==> src/rtl/spi_fifo_pair_if.sv <==
// Handshake, data and status bundle between the CPU/SPI sides and the paired TX/RX FIFOs.
// The slave modport is the FIFO pair; the master modport is whatever drives it.
interface spi_fifo_pair_if #(
  parameter int DATAWIDTH = 8,
  parameter int TXDEPTH   = 16,
  parameter int RXDEPTH   = 16
);
  localparam int TXCW = $clog2(TXDEPTH) + 1;
  localparam int RXCW = $clog2(RXDEPTH) + 1;

  logic                 coreTxWrite;
  logic [DATAWIDTH-1:0] coreTxData;
  logic                 spiTxRead;
  logic [DATAWIDTH-1:0] spiTxData;
  logic                 spiRxWrite;
  logic [DATAWIDTH-1:0] spiRxData;
  logic                 coreRxRead;
  logic [DATAWIDTH-1:0] coreRxData;
  logic                 txFlush;
  logic                 rxFlush;
  logic                 errClear;
  logic [TXCW-1:0]      txCount;
  logic [RXCW-1:0]      rxCount;
  logic                 txFull;
  logic                 txEmpty;
  logic                 txAlmostEmpty;
  logic                 rxFull;
  logic                 rxEmpty;
  logic                 rxAlmostFull;
  logic                 txOverflow;
  logic                 txUnderflow;
  logic                 rxOverflow;
  logic                 rxUnderflow;

  modport master (
    output coreTxWrite, coreTxData, spiTxRead, spiRxWrite, spiRxData, coreRxRead,
           txFlush, rxFlush, errClear,
    input  spiTxData, coreRxData, txCount, rxCount,
           txFull, txEmpty, txAlmostEmpty, rxFull, rxEmpty, rxAlmostFull,
           txOverflow, txUnderflow, rxOverflow, rxUnderflow
  );

  modport slave (
    input  coreTxWrite, coreTxData, spiTxRead, spiRxWrite, spiRxData, coreRxRead,
           txFlush, rxFlush, errClear,
    output spiTxData, coreRxData, txCount, rxCount,
           txFull, txEmpty, txAlmostEmpty, rxFull, rxEmpty, rxAlmostFull,
           txOverflow, txUnderflow, rxOverflow, rxUnderflow
  );
endinterface

==> src/rtl/spi_fifo_pair.sv <==
// Paired TX/RX FIFOs between the core register interface and the SPI shift engine,
// with registered counts, watermark flags, sticky error flags and per-direction flush.
module spi_fifo_pair #(
  parameter int DATAWIDTH  = 8,
  parameter int TXDEPTH    = 16,
  parameter int RXDEPTH    = 16,
  parameter int TXLOWMARK  = 4,
  parameter int RXHIGHMARK = 12
) (
  input  logic           i_clk,
  input  logic           i_reset,
  spi_fifo_pair_if.slave bus
);
  localparam int TXAW = $clog2(TXDEPTH);
  localparam int RXAW = $clog2(RXDEPTH);
  localparam int TXCW = TXAW + 1;
  localparam int RXCW = RXAW + 1;

  logic [DATAWIDTH-1:0] r_tx_mem [TXDEPTH];
  logic [TXAW:0]        r_tx_wr_ptr, r_tx_rd_ptr;
  logic [TXCW-1:0]      r_tx_count;
  logic [DATAWIDTH-1:0] r_tx_data;
  logic                 r_tx_ovf, r_tx_unf;
  logic                 w_tx_full, w_tx_empty, w_tx_push_ok, w_tx_pop_ok;

  logic [DATAWIDTH-1:0] r_rx_mem [RXDEPTH];
  logic [RXAW:0]        r_rx_wr_ptr, r_rx_rd_ptr;
  logic [RXCW-1:0]      r_rx_count;
  logic [DATAWIDTH-1:0] r_rx_data;
  logic                 r_rx_ovf, r_rx_unf;
  logic                 w_rx_full, w_rx_empty, w_rx_push_ok, w_rx_pop_ok;

  // A push into a full FIFO still lands when a pop frees the head slot on the same edge.
  assign w_tx_full    = (r_tx_wr_ptr[TXAW-1:0] == r_tx_rd_ptr[TXAW-1:0]) &&
                        (r_tx_wr_ptr[TXAW] != r_tx_rd_ptr[TXAW]);
  assign w_tx_empty   = (r_tx_wr_ptr == r_tx_rd_ptr);
  assign w_tx_pop_ok  = bus.spiTxRead && !w_tx_empty;
  assign w_tx_push_ok = bus.coreTxWrite && (!w_tx_full || w_tx_pop_ok);

  assign w_rx_full    = (r_rx_wr_ptr[RXAW-1:0] == r_rx_rd_ptr[RXAW-1:0]) &&
                        (r_rx_wr_ptr[RXAW] != r_rx_rd_ptr[RXAW]);
  assign w_rx_empty   = (r_rx_wr_ptr == r_rx_rd_ptr);
  assign w_rx_pop_ok  = bus.coreRxRead && !w_rx_empty;
  assign w_rx_push_ok = bus.spiRxWrite && (!w_rx_full || w_rx_pop_ok);

  // NOTE: non-blocking assignments so every register samples pre-edge values, regardless of statement order.
  always_ff @(posedge i_clk) begin
    if (i_reset) begin
      r_tx_wr_ptr <= '0;
      r_tx_rd_ptr <= '0;
      r_tx_count  <= '0;
      r_tx_data   <= '0;
      r_tx_ovf    <= 1'b0;
      r_tx_unf    <= 1'b0;
    end else if (bus.txFlush) begin
      r_tx_wr_ptr <= '0;
      r_tx_rd_ptr <= '0;
      r_tx_count  <= '0;
      r_tx_ovf    <= 1'b0;
      r_tx_unf    <= 1'b0;
    end else begin
      if (w_tx_push_ok) r_tx_wr_ptr <= r_tx_wr_ptr + (TXAW+1)'(1);
      if (w_tx_pop_ok) begin
        r_tx_rd_ptr <= r_tx_rd_ptr + (TXAW+1)'(1);
        r_tx_data   <= r_tx_mem[r_tx_rd_ptr[TXAW-1:0]];
      end
      if (w_tx_push_ok && !w_tx_pop_ok)      r_tx_count <= r_tx_count + TXCW'(1);
      else if (!w_tx_push_ok && w_tx_pop_ok) r_tx_count <= r_tx_count - TXCW'(1);
      r_tx_ovf <= (bus.coreTxWrite && !w_tx_push_ok) || (r_tx_ovf && !bus.errClear);
      r_tx_unf <= (bus.spiTxRead && w_tx_empty) || (r_tx_unf && !bus.errClear);
    end
  end

  always_ff @(posedge i_clk) begin
    if (i_reset) begin
      r_rx_wr_ptr <= '0;
      r_rx_rd_ptr <= '0;
      r_rx_count  <= '0;
      r_rx_data   <= '0;
      r_rx_ovf    <= 1'b0;
      r_rx_unf    <= 1'b0;
    end else if (bus.rxFlush) begin
      r_rx_wr_ptr <= '0;
      r_rx_rd_ptr <= '0;
      r_rx_count  <= '0;
      r_rx_ovf    <= 1'b0;
      r_rx_unf    <= 1'b0;
    end else begin
      if (w_rx_push_ok) r_rx_wr_ptr <= r_rx_wr_ptr + (RXAW+1)'(1);
      if (w_rx_pop_ok) begin
        r_rx_rd_ptr <= r_rx_rd_ptr + (RXAW+1)'(1);
        r_rx_data   <= r_rx_mem[r_rx_rd_ptr[RXAW-1:0]];
      end
      if (w_rx_push_ok && !w_rx_pop_ok)      r_rx_count <= r_rx_count + RXCW'(1);
      else if (!w_rx_push_ok && w_rx_pop_ok) r_rx_count <= r_rx_count - RXCW'(1);
      r_rx_ovf <= (bus.spiRxWrite && !w_rx_push_ok) || (r_rx_ovf && !bus.errClear);
      r_rx_unf <= (bus.coreRxRead && w_rx_empty) || (r_rx_unf && !bus.errClear);
    end
  end

  // NOTE: storage arrays have no reset; the pointers alone decide which entries are live.
  always_ff @(posedge i_clk) begin
    if (w_tx_push_ok && !bus.txFlush) r_tx_mem[r_tx_wr_ptr[TXAW-1:0]] <= bus.coreTxData;
    if (w_rx_push_ok && !bus.rxFlush) r_rx_mem[r_rx_wr_ptr[RXAW-1:0]] <= bus.spiRxData;
  end

  assign bus.spiTxData     = r_tx_data;
  assign bus.txCount       = r_tx_count;
  assign bus.txFull        = (r_tx_count == TXCW'(TXDEPTH));
  assign bus.txEmpty       = (r_tx_count == '0);
  assign bus.txAlmostEmpty = (r_tx_count <= TXCW'(TXLOWMARK));
  assign bus.txOverflow    = r_tx_ovf;
  assign bus.txUnderflow   = r_tx_unf;

  assign bus.coreRxData    = r_rx_data;
  assign bus.rxCount       = r_rx_count;
  assign bus.rxFull        = (r_rx_count == RXCW'(RXDEPTH));
  assign bus.rxEmpty       = (r_rx_count == '0);
  assign bus.rxAlmostFull  = (r_rx_count >= RXCW'(RXHIGHMARK));
  assign bus.rxOverflow    = r_rx_ovf;
  assign bus.rxUnderflow   = r_rx_unf;
endmodule

==> src/flat_wrapper.sv <==
// flat-port wrapper written by rule: the top's interface ports become plain ports
module spi_fifo_pair_flat 
#(
  parameter int DATAWIDTH  = 8,
  parameter int TXDEPTH    = 16,
  parameter int RXDEPTH    = 16,
  parameter int TXLOWMARK  = 4,
  parameter int RXHIGHMARK = 12
)
  (i_clk, i_reset, bus_coreTxWrite, bus_coreTxData, bus_spiTxRead, bus_spiRxWrite, bus_spiRxData, bus_coreRxRead, bus_txFlush, bus_rxFlush, bus_errClear, bus_spiTxData, bus_coreRxData, bus_txCount, bus_rxCount, bus_txFull, bus_txEmpty, bus_txAlmostEmpty, bus_rxFull, bus_rxEmpty, bus_rxAlmostFull, bus_txOverflow, bus_txUnderflow, bus_rxOverflow, bus_rxUnderflow);
  spi_fifo_pair_if #(.DATAWIDTH(DATAWIDTH), .TXDEPTH(TXDEPTH), .RXDEPTH(RXDEPTH)) bus_i ();
  input  logic i_clk;
  input  logic i_reset;
  input wire logic [$bits(bus_i.coreTxWrite)-1:0] bus_coreTxWrite;
  input wire logic [$bits(bus_i.coreTxData)-1:0] bus_coreTxData;
  input wire logic [$bits(bus_i.spiTxRead)-1:0] bus_spiTxRead;
  input wire logic [$bits(bus_i.spiRxWrite)-1:0] bus_spiRxWrite;
  input wire logic [$bits(bus_i.spiRxData)-1:0] bus_spiRxData;
  input wire logic [$bits(bus_i.coreRxRead)-1:0] bus_coreRxRead;
  input wire logic [$bits(bus_i.txFlush)-1:0] bus_txFlush;
  input wire logic [$bits(bus_i.rxFlush)-1:0] bus_rxFlush;
  input wire logic [$bits(bus_i.errClear)-1:0] bus_errClear;
  output wire logic [$bits(bus_i.spiTxData)-1:0] bus_spiTxData;
  output wire logic [$bits(bus_i.coreRxData)-1:0] bus_coreRxData;
  output wire logic [$bits(bus_i.txCount)-1:0] bus_txCount;
  output wire logic [$bits(bus_i.rxCount)-1:0] bus_rxCount;
  output wire logic [$bits(bus_i.txFull)-1:0] bus_txFull;
  output wire logic [$bits(bus_i.txEmpty)-1:0] bus_txEmpty;
  output wire logic [$bits(bus_i.txAlmostEmpty)-1:0] bus_txAlmostEmpty;
  output wire logic [$bits(bus_i.rxFull)-1:0] bus_rxFull;
  output wire logic [$bits(bus_i.rxEmpty)-1:0] bus_rxEmpty;
  output wire logic [$bits(bus_i.rxAlmostFull)-1:0] bus_rxAlmostFull;
  output wire logic [$bits(bus_i.txOverflow)-1:0] bus_txOverflow;
  output wire logic [$bits(bus_i.txUnderflow)-1:0] bus_txUnderflow;
  output wire logic [$bits(bus_i.rxOverflow)-1:0] bus_rxOverflow;
  output wire logic [$bits(bus_i.rxUnderflow)-1:0] bus_rxUnderflow;
  assign bus_i.coreTxWrite = bus_coreTxWrite;
  assign bus_i.coreTxData = bus_coreTxData;
  assign bus_i.spiTxRead = bus_spiTxRead;
  assign bus_i.spiRxWrite = bus_spiRxWrite;
  assign bus_i.spiRxData = bus_spiRxData;
  assign bus_i.coreRxRead = bus_coreRxRead;
  assign bus_i.txFlush = bus_txFlush;
  assign bus_i.rxFlush = bus_rxFlush;
  assign bus_i.errClear = bus_errClear;
  assign bus_spiTxData = bus_i.spiTxData;
  assign bus_coreRxData = bus_i.coreRxData;
  assign bus_txCount = bus_i.txCount;
  assign bus_rxCount = bus_i.rxCount;
  assign bus_txFull = bus_i.txFull;
  assign bus_txEmpty = bus_i.txEmpty;
  assign bus_txAlmostEmpty = bus_i.txAlmostEmpty;
  assign bus_rxFull = bus_i.rxFull;
  assign bus_rxEmpty = bus_i.rxEmpty;
  assign bus_rxAlmostFull = bus_i.rxAlmostFull;
  assign bus_txOverflow = bus_i.txOverflow;
  assign bus_txUnderflow = bus_i.txUnderflow;
  assign bus_rxOverflow = bus_i.rxOverflow;
  assign bus_rxUnderflow = bus_i.rxUnderflow;
  spi_fifo_pair #(.DATAWIDTH(DATAWIDTH), .TXDEPTH(TXDEPTH), .RXDEPTH(RXDEPTH), .TXLOWMARK(TXLOWMARK), .RXHIGHMARK(RXHIGHMARK)) u_core (.i_clk(i_clk), .i_reset(i_reset), .bus(bus_i));
endmodule
==> config.mk <==
export PLATFORM = sky130hd
export DESIGN_NAME = spi_fifo_pair_flat
export DESIGN_NICKNAME = d
export VERILOG_FILES = /design/src/rtl/spi_fifo_pair_if.sv /design/src/rtl/spi_fifo_pair.sv /design/src/flat_wrapper.sv
export SDC_FILE = /design/constraint.sdc
export NUM_CORES = 1
export LEC_CHECK = 0
export BUFFER_PORTS_ARGS = -buffer_cell sky130_fd_sc_hd__buf_4
export CAP_MARGIN = 20
export CORE_MARGIN = 1
export CORE_UTILIZATION = 61
export DETAILED_ROUTE_END_ITERATION = 10
export PLACE_DENSITY = 0.8
export SLEW_MARGIN = 20
export SYNTH_ARGS = -nofsm -noshare
export SYNTH_HDL_FRONTEND = slang
export SYNTH_SLANG_ARGS = --single-unit
export TNS_END_PERCENT = 5
==> constraint.sdc <==
create_clock -name i_clk -period 3.83 [get_ports i_clk]
set_clock_uncertainty 0.05 [all_clocks]
set_input_delay 0.766 -clock i_clk [delete_from_list [all_inputs] [get_ports i_clk]]
set_output_delay 0.766 -clock i_clk [all_outputs]
set_load 0.01 [all_outputs]
---- Word level (Yosys, flattened, before mapping) ----
Memories as Yosys holds them, arrays and structs flattened. A register that Yosys moved wholly into a read port is not among the register bits.
Cells that the tools add are included.
word-level totals
  flip-flop bits (word level) ............. 34
  RAM bits ................................ 256
  bits of input ports ..................... 25
  output and inout port bits .............. 36
  logic and storage cells ................. 85
  memories ................................ 2
cells by class
  $add $sub $neg .......................... 8
  $lt $le $gt $ge ......................... 2
  equal/unequal tests ..................... 8
  muxes and demuxes ....................... 8
  bitwise operators ....................... 2
  reductions and logical operators ........ 45
memories
  name             words  bits a word  read ports  clocked after Yosys merged registers in  wr ports  line                 text
  u_core.r_rx_mem  16     8            1           1                                        1         spi_fifo_pair.sv:26  logic [DATAWIDTH-1:0] r_rx_mem [RXDEPTH];
  u_core.r_tx_mem  16     8            1           1                                        1         spi_fifo_pair.sv:19  logic [DATAWIDTH-1:0] r_tx_mem [TXDEPTH];
operator list
  operator               number
  $add A5 B1 Y5 const B  6
  $logic_and A1 B1 Y1    20
  $mux W5                4
  $logic_not A1 Y1       11
  $eq A5 B5 Y1           2
  $eq A5 B5 Y1 const B   2
  $logic_not A5 Y1       2
  $sub A5 B1 Y5 const B  2
  $eq A4 B4 Y1           2
  $logic_or A1 B1 Y1     6
  $ge A5 B4 Y1 const B   1
  $le A5 B3 Y1 const B   1
  $mux W1                4
  $reduce_and A2 Y1      2
  $reduce_bool A2 Y1     2
  $reduce_or A2 Y1       2
  $ne A1 B1 Y1           2
  $not A1 Y1             2

---- Longest topological paths before layout ----
  word-level depth ........................ 9
  mapped depth ............................ 13
  gate-level depth less buffers ........... 12

---- Worst setup path after synthesis ----
No wires, ideal clock.
  path kind ............................... register -> register
  from .................................... register u_core.r_rx_wr_ptr[3]
  to ...................................... register u_core.r_rx_count[4], in the netlist u_core.bus.rxCount[4]
  setup time .............................. 70 ps
  arrival ................................. 2789 ps
  required time ........................... 3710 ps
  path slack .............................. 921 ps
  stages on the path, launching flop included .. 13
  buffers on the path ..................... 1
  period minus slack after synthesis ...... 2909 ps
  cells stage by stage .................... dfxtp_1 -> buf_2 -> xnor2_1 -> nand4_2 -> o21ai_0 -> ha_1 -> inv_1 -> fa_1 -> a21o_1 -> a21oi_1 -> xnor2_1 -> or3_1 -> a21oi_1
on the way
  cells in the longest elaborated chain, start to end .. 8
  elaborated cells on any way between the ends .. 14
  classes of those cells .................. eq/ne: 2; mux: 1; reduce/logical: 11
RTL lines
  element                                                         line                                      text
  start: declaration                                              spi_fifo_pair.sv:27                       logic [RXAW:0] r_rx_wr_ptr, r_rx_rd_ptr;
  start signal: assignment                                        spi_fifo_pair.sv:89                       if (w_rx_push_ok) r_rx_wr_ptr <= r_rx_wr_ptr + (RXAW+1)'(1);
  $eq A5 B5 Y1 / $eq A4 B4 Y1 (equally long branches)             spi_fifo_pair.sv:42, spi_fifo_pair.sv:40
  $logic_not A1 Y1 / $logic_and A1 B1 Y1 (equally long branches)  spi_fifo_pair.sv:43, spi_fifo_pair.sv:40
  $logic_and A1 B1 Y1 / $logic_not A1 Y1 (equally long branches)  spi_fifo_pair.sv:43, spi_fifo_pair.sv:44
  $logic_or A1 B1 Y1                                              spi_fifo_pair.sv:44                       assign w_rx_push_ok = bus.spiRxWrite && (!w_rx_full || w_rx_pop_ok);
  $logic_and A1 B1 Y1                                             spi_fifo_pair.sv:44
  $logic_not A1 Y1                                                spi_fifo_pair.sv:95                       else if (!w_rx_push_ok && w_rx_pop_ok) r_rx_count <= r_rx_count - RXCW'(1);
  $logic_and A1 B1 Y1                                             spi_fifo_pair.sv:95
  $reduce_bool A2 Y1 (no source line)                             n/a
  end signal: assignment                                          spi_fifo_pair.sv:94                       if (w_rx_push_ok && !w_rx_pop_ok) r_rx_count <= r_rx_count + RXCW'(1);
  end signal: assignment                                          spi_fifo_pair.sv:95
  end: declaration                                                spi_fifo_pair.sv:28                       logic [RXCW-1:0] r_rx_count;
Several ways; a longest one is shown, not always the timed one.
A chain may end at the register's enable or synchronous reset.

---- Worst setup path in the final report ----
Ends and elaborated chain as after synthesis.

==> flow_summary.ini <==
[detailed_routing]
drtPass1Iterations = 5
viasPerCell = 6.15
wl_per_cell_um = 22.8
ant_nets = 0
drt_iter0_drc = 679
via_count = 6866
drc = 0
routed_wl_mm = 25.4

[pwr]
p_per_area_nw_per_um2 = 473
ir_drop_uv = 510
p_leak_nw = 4.80

[synth]
yosysSeqAreaShare_pct = 68.0
muxShareOfSynthArea_pct = 14.4
yosysWarnings = 0
synth_top_family_by_area = multiplexers
syn_area_um2 = 12800
synthArstFlopShare_pct = 0
ys_ff_latch = 306
syn_area_per_cell_um2 = 17.0
synth_fa_ha_area_share_pct = 2.08
syn_nets = 796
synth-simple-area-share_pct = 5.99
synth-compound-area-share_pct = 5.27
synth_edf_count = 256
synth_cell_type_count = 42
synthCells = 751
synthFlopType = edfxtp_1
synth_xor_area_share_pct = 2.06

[worst_hold_path]
hold_path.class = in -> reg
hold_depth = 3

[cells_and_area]
layout_commonest_cell = edfxtp_1
nFillCells = 1203
antenna_cells = 0
area_delta_synth_final_pct = 13.5
drive_gt1_share_pct = 21.2
regArea_um2 = 8690
final_cells = 1116
layout_common_cells = 256 x edfxtp_1, 80 x buf_4, 48 x mux4_1, 48 x dfxtp_1, 44 x nor2_1
multiInputGateArea_um2 = 3830
fin_nets = 867

[global_route]
grt_pass1_wl_mm = 39.5
grt-busiest-layer = met2
grt_max_degree = 44
grt_use_met2_pct = 43.2
met1_usage_pct = 31.6
antenna_found_initial = 0
met3_usage_pct = 2.83
grt_pass1_vias = 6981
grt_util_all_layers_pct = 24.3
grt-ovfl-total = 0

[place]
globalplace.congestion = 0.851
port_buffers = 60
place_inst = 1060
dp_hpwl_mm = 16.3

[die]
dieArea_um2 = 21500
coreArea_um2 = 20400
dieHeight_um = 147
start_util_pct = 62.8
pin_count = 61
die_x_um = 147
std_cell_rows = 52

[setup_path]
path_cells = xnor2_1 > nand4_2 > o21ai_0 > ha_1 > inv_1 > fa_1 > a21o_1 > a21oi_1 > xnor2_1 > or3_1 > a21oi_1
crit_arrival_ns = 3.73
path_class = reg -> reg
path_max_fanout = 10
crit_path_start_kind = flop
reg2reg_depth = 11
required_ns = 4.24
crit_slowest_cell = dfxtp_1
critical_path.endpoint_type = flop
max_stage_delay_ns = 0.51

[clock_network]
cts_tree = built
cts.reportedPaths.clkPinSlew_ns = 0.06
clock_sinks = 306
post_cts.repair.setup_buffers = 0
cts-root-buf = clkbuf_16
ctsResizeCount = 0
cts_hold_buf = 0
numCtsBuffers = 30
clock_path_buffers = 3
insertion_delay_ns = 0.55
htree_levels = 1

[sta]
fmax_mhz = 301
rsz0062_at_grt = false
setup_viol = 0
finalHoldViolCount = 0
final.min_clock_period_ns = 3.32
worstMarginPinSlew_ns = 0.938
slew_headroom_pct = 37.2
fin_tns_setup_ns = 0
maxSlewViolCount = 0
fin_crit_sh_pct = 86.8
fin_hold_ws_ns = 0.437

[job]
drv_cap = 0

[run_status]
outcome = completed
[path summary, 6_finish.rpt]
kind / slack, ns / end / start
setup / recovery: 0.51 / u_core.bus.rxCount[4]$_SDFFE_PP0P_ / u_core.r_rx_wr_ptr[3]$_SDFFE_PP0N_
hold reg to reg: 0.45 / u_core.bus.coreRxData[4]$_SDFFE_PP0P_ / u_core.bus.coreRxData[4]$_SDFFE_PP0P_
setup reg to reg: 0.51 / u_core.bus.rxCount[4]$_SDFFE_PP0P_ / u_core.r_rx_wr_ptr[3]$_SDFFE_PP0N_
hold / removal: 0.44 / u_core.bus.rxOverflow$_SDFF_PP0_ / bus_spiRxWrite
[state kept, by name (all words and copies together), names as in the netlist]
name / cells
u_core.bus.txOverflow: 1
u_core.bus.rxUnderflow: 1
u_core.bus.txCount: 5
u_core.r_tx_rd_ptr: 5
u_core.bus.coreRxData: 8
u_core.r_rx_rd_ptr: 5
u_core.r_tx_wr_ptr: 5
u_core.r_rx_mem: 128
u_core.bus.rxOverflow: 1
u_core.bus.spiTxData: 8
u_core.r_rx_wr_ptr: 5
u_core.bus.rxCount: 5
u_core.bus.txUnderflow: 1
u_core.r_tx_mem: 128
[where the power goes]
group	leakage (nW)	internal, mW	switching (mW)	total, mW
logic	1.61	0.126	0.181	0.308
registers	2.71	3.63	0.0222	3.65
clock network	0.476	1.72	1.19	2.90
[cells by family after synthesis]
group	after synthesis
fa+ha+maj	20
flops	306
simple gates	145
xor+xnor	30
mux	102
buf+inv	54
compound gates	94
[worst max-delay path: cells and delay by family, from the launching register on]
| family | cells | cell delay [ns] |
|---|---|---|
| AO/OA/AOI/OAI | 4 | 1.03 |
| adder cells (fa/ha/maj) | 2 | 0.70 |
| AND/OR/NAND/NOR | 2 | 0.57 |
| flip-flops | 1 | 0.51 |
| XOR/XNOR | 2 | 0.28 |
| buffers and inverters | 1 | 0.11 |
[per-stage QoR]
| step | utilization [%] | power [mW] | cell area (um2) | worst slack [ns] |
|---|---|---|---|---|
| after CTS | 71.2 | 6.89 | 14500 | 0.533 |
| after global routing | 71.2 | 7.06 | 14500 | 0.262 |
| after global placement | 66.2 | 4.01 | 13500 | 0.715 |
| final | 71.2 | 6.86 | 14500 | 0.507 |
| after floorplan | - | 3.88 | 12800 | 0.921 |
| after detailed placement | 66.4 | 4.03 | 13500 | 0.556 |
[cell usage after synthesis (all sizes together), types with 5 or more instances]
library cell,n,area share (%)
mux4,48,9.9
a211oi,32,2.1
nor2b,24,1.2
mux2,32,2.8
or3,6,0.29
buf,30,1.5
mux2i,22,1.7
inv,10,0.29
xor2,12,0.82
xnor2,18,1.2
a21oi,20,0.78
ha,18,1.8
edfxtp,256,60
nor4,10,0.49
nor3,27,1.1
o21ai,12,0.53
nor2,44,1.3
nand2b,10,0.49
a21o,5,0.29
nand2,8,0.23
o22ai,16,0.78
clkbuf,12,0.35
dfxtp,50,7.8
[layer usage]
layer / wire, um / share of wire, %
met1: 10100 / 40
met2: 13300 / 53
met3: 1340 / 5.3
met4: 614 / 2.4
met5: 0 / 0
[final cells by class]
class | count | share of cell area (%)
clock buffers | 45 | 6.06
clock inverters | 11 | 0.785
inverters | 12 | 0.311
multi-input cells | 391 | 26.4
flip-flops and latches | 306 | 59.9
well taps | 270 | 2.33
repair buffers | 81 | 4.17
No activity file was read; power rests on OpenSTA's default activity.
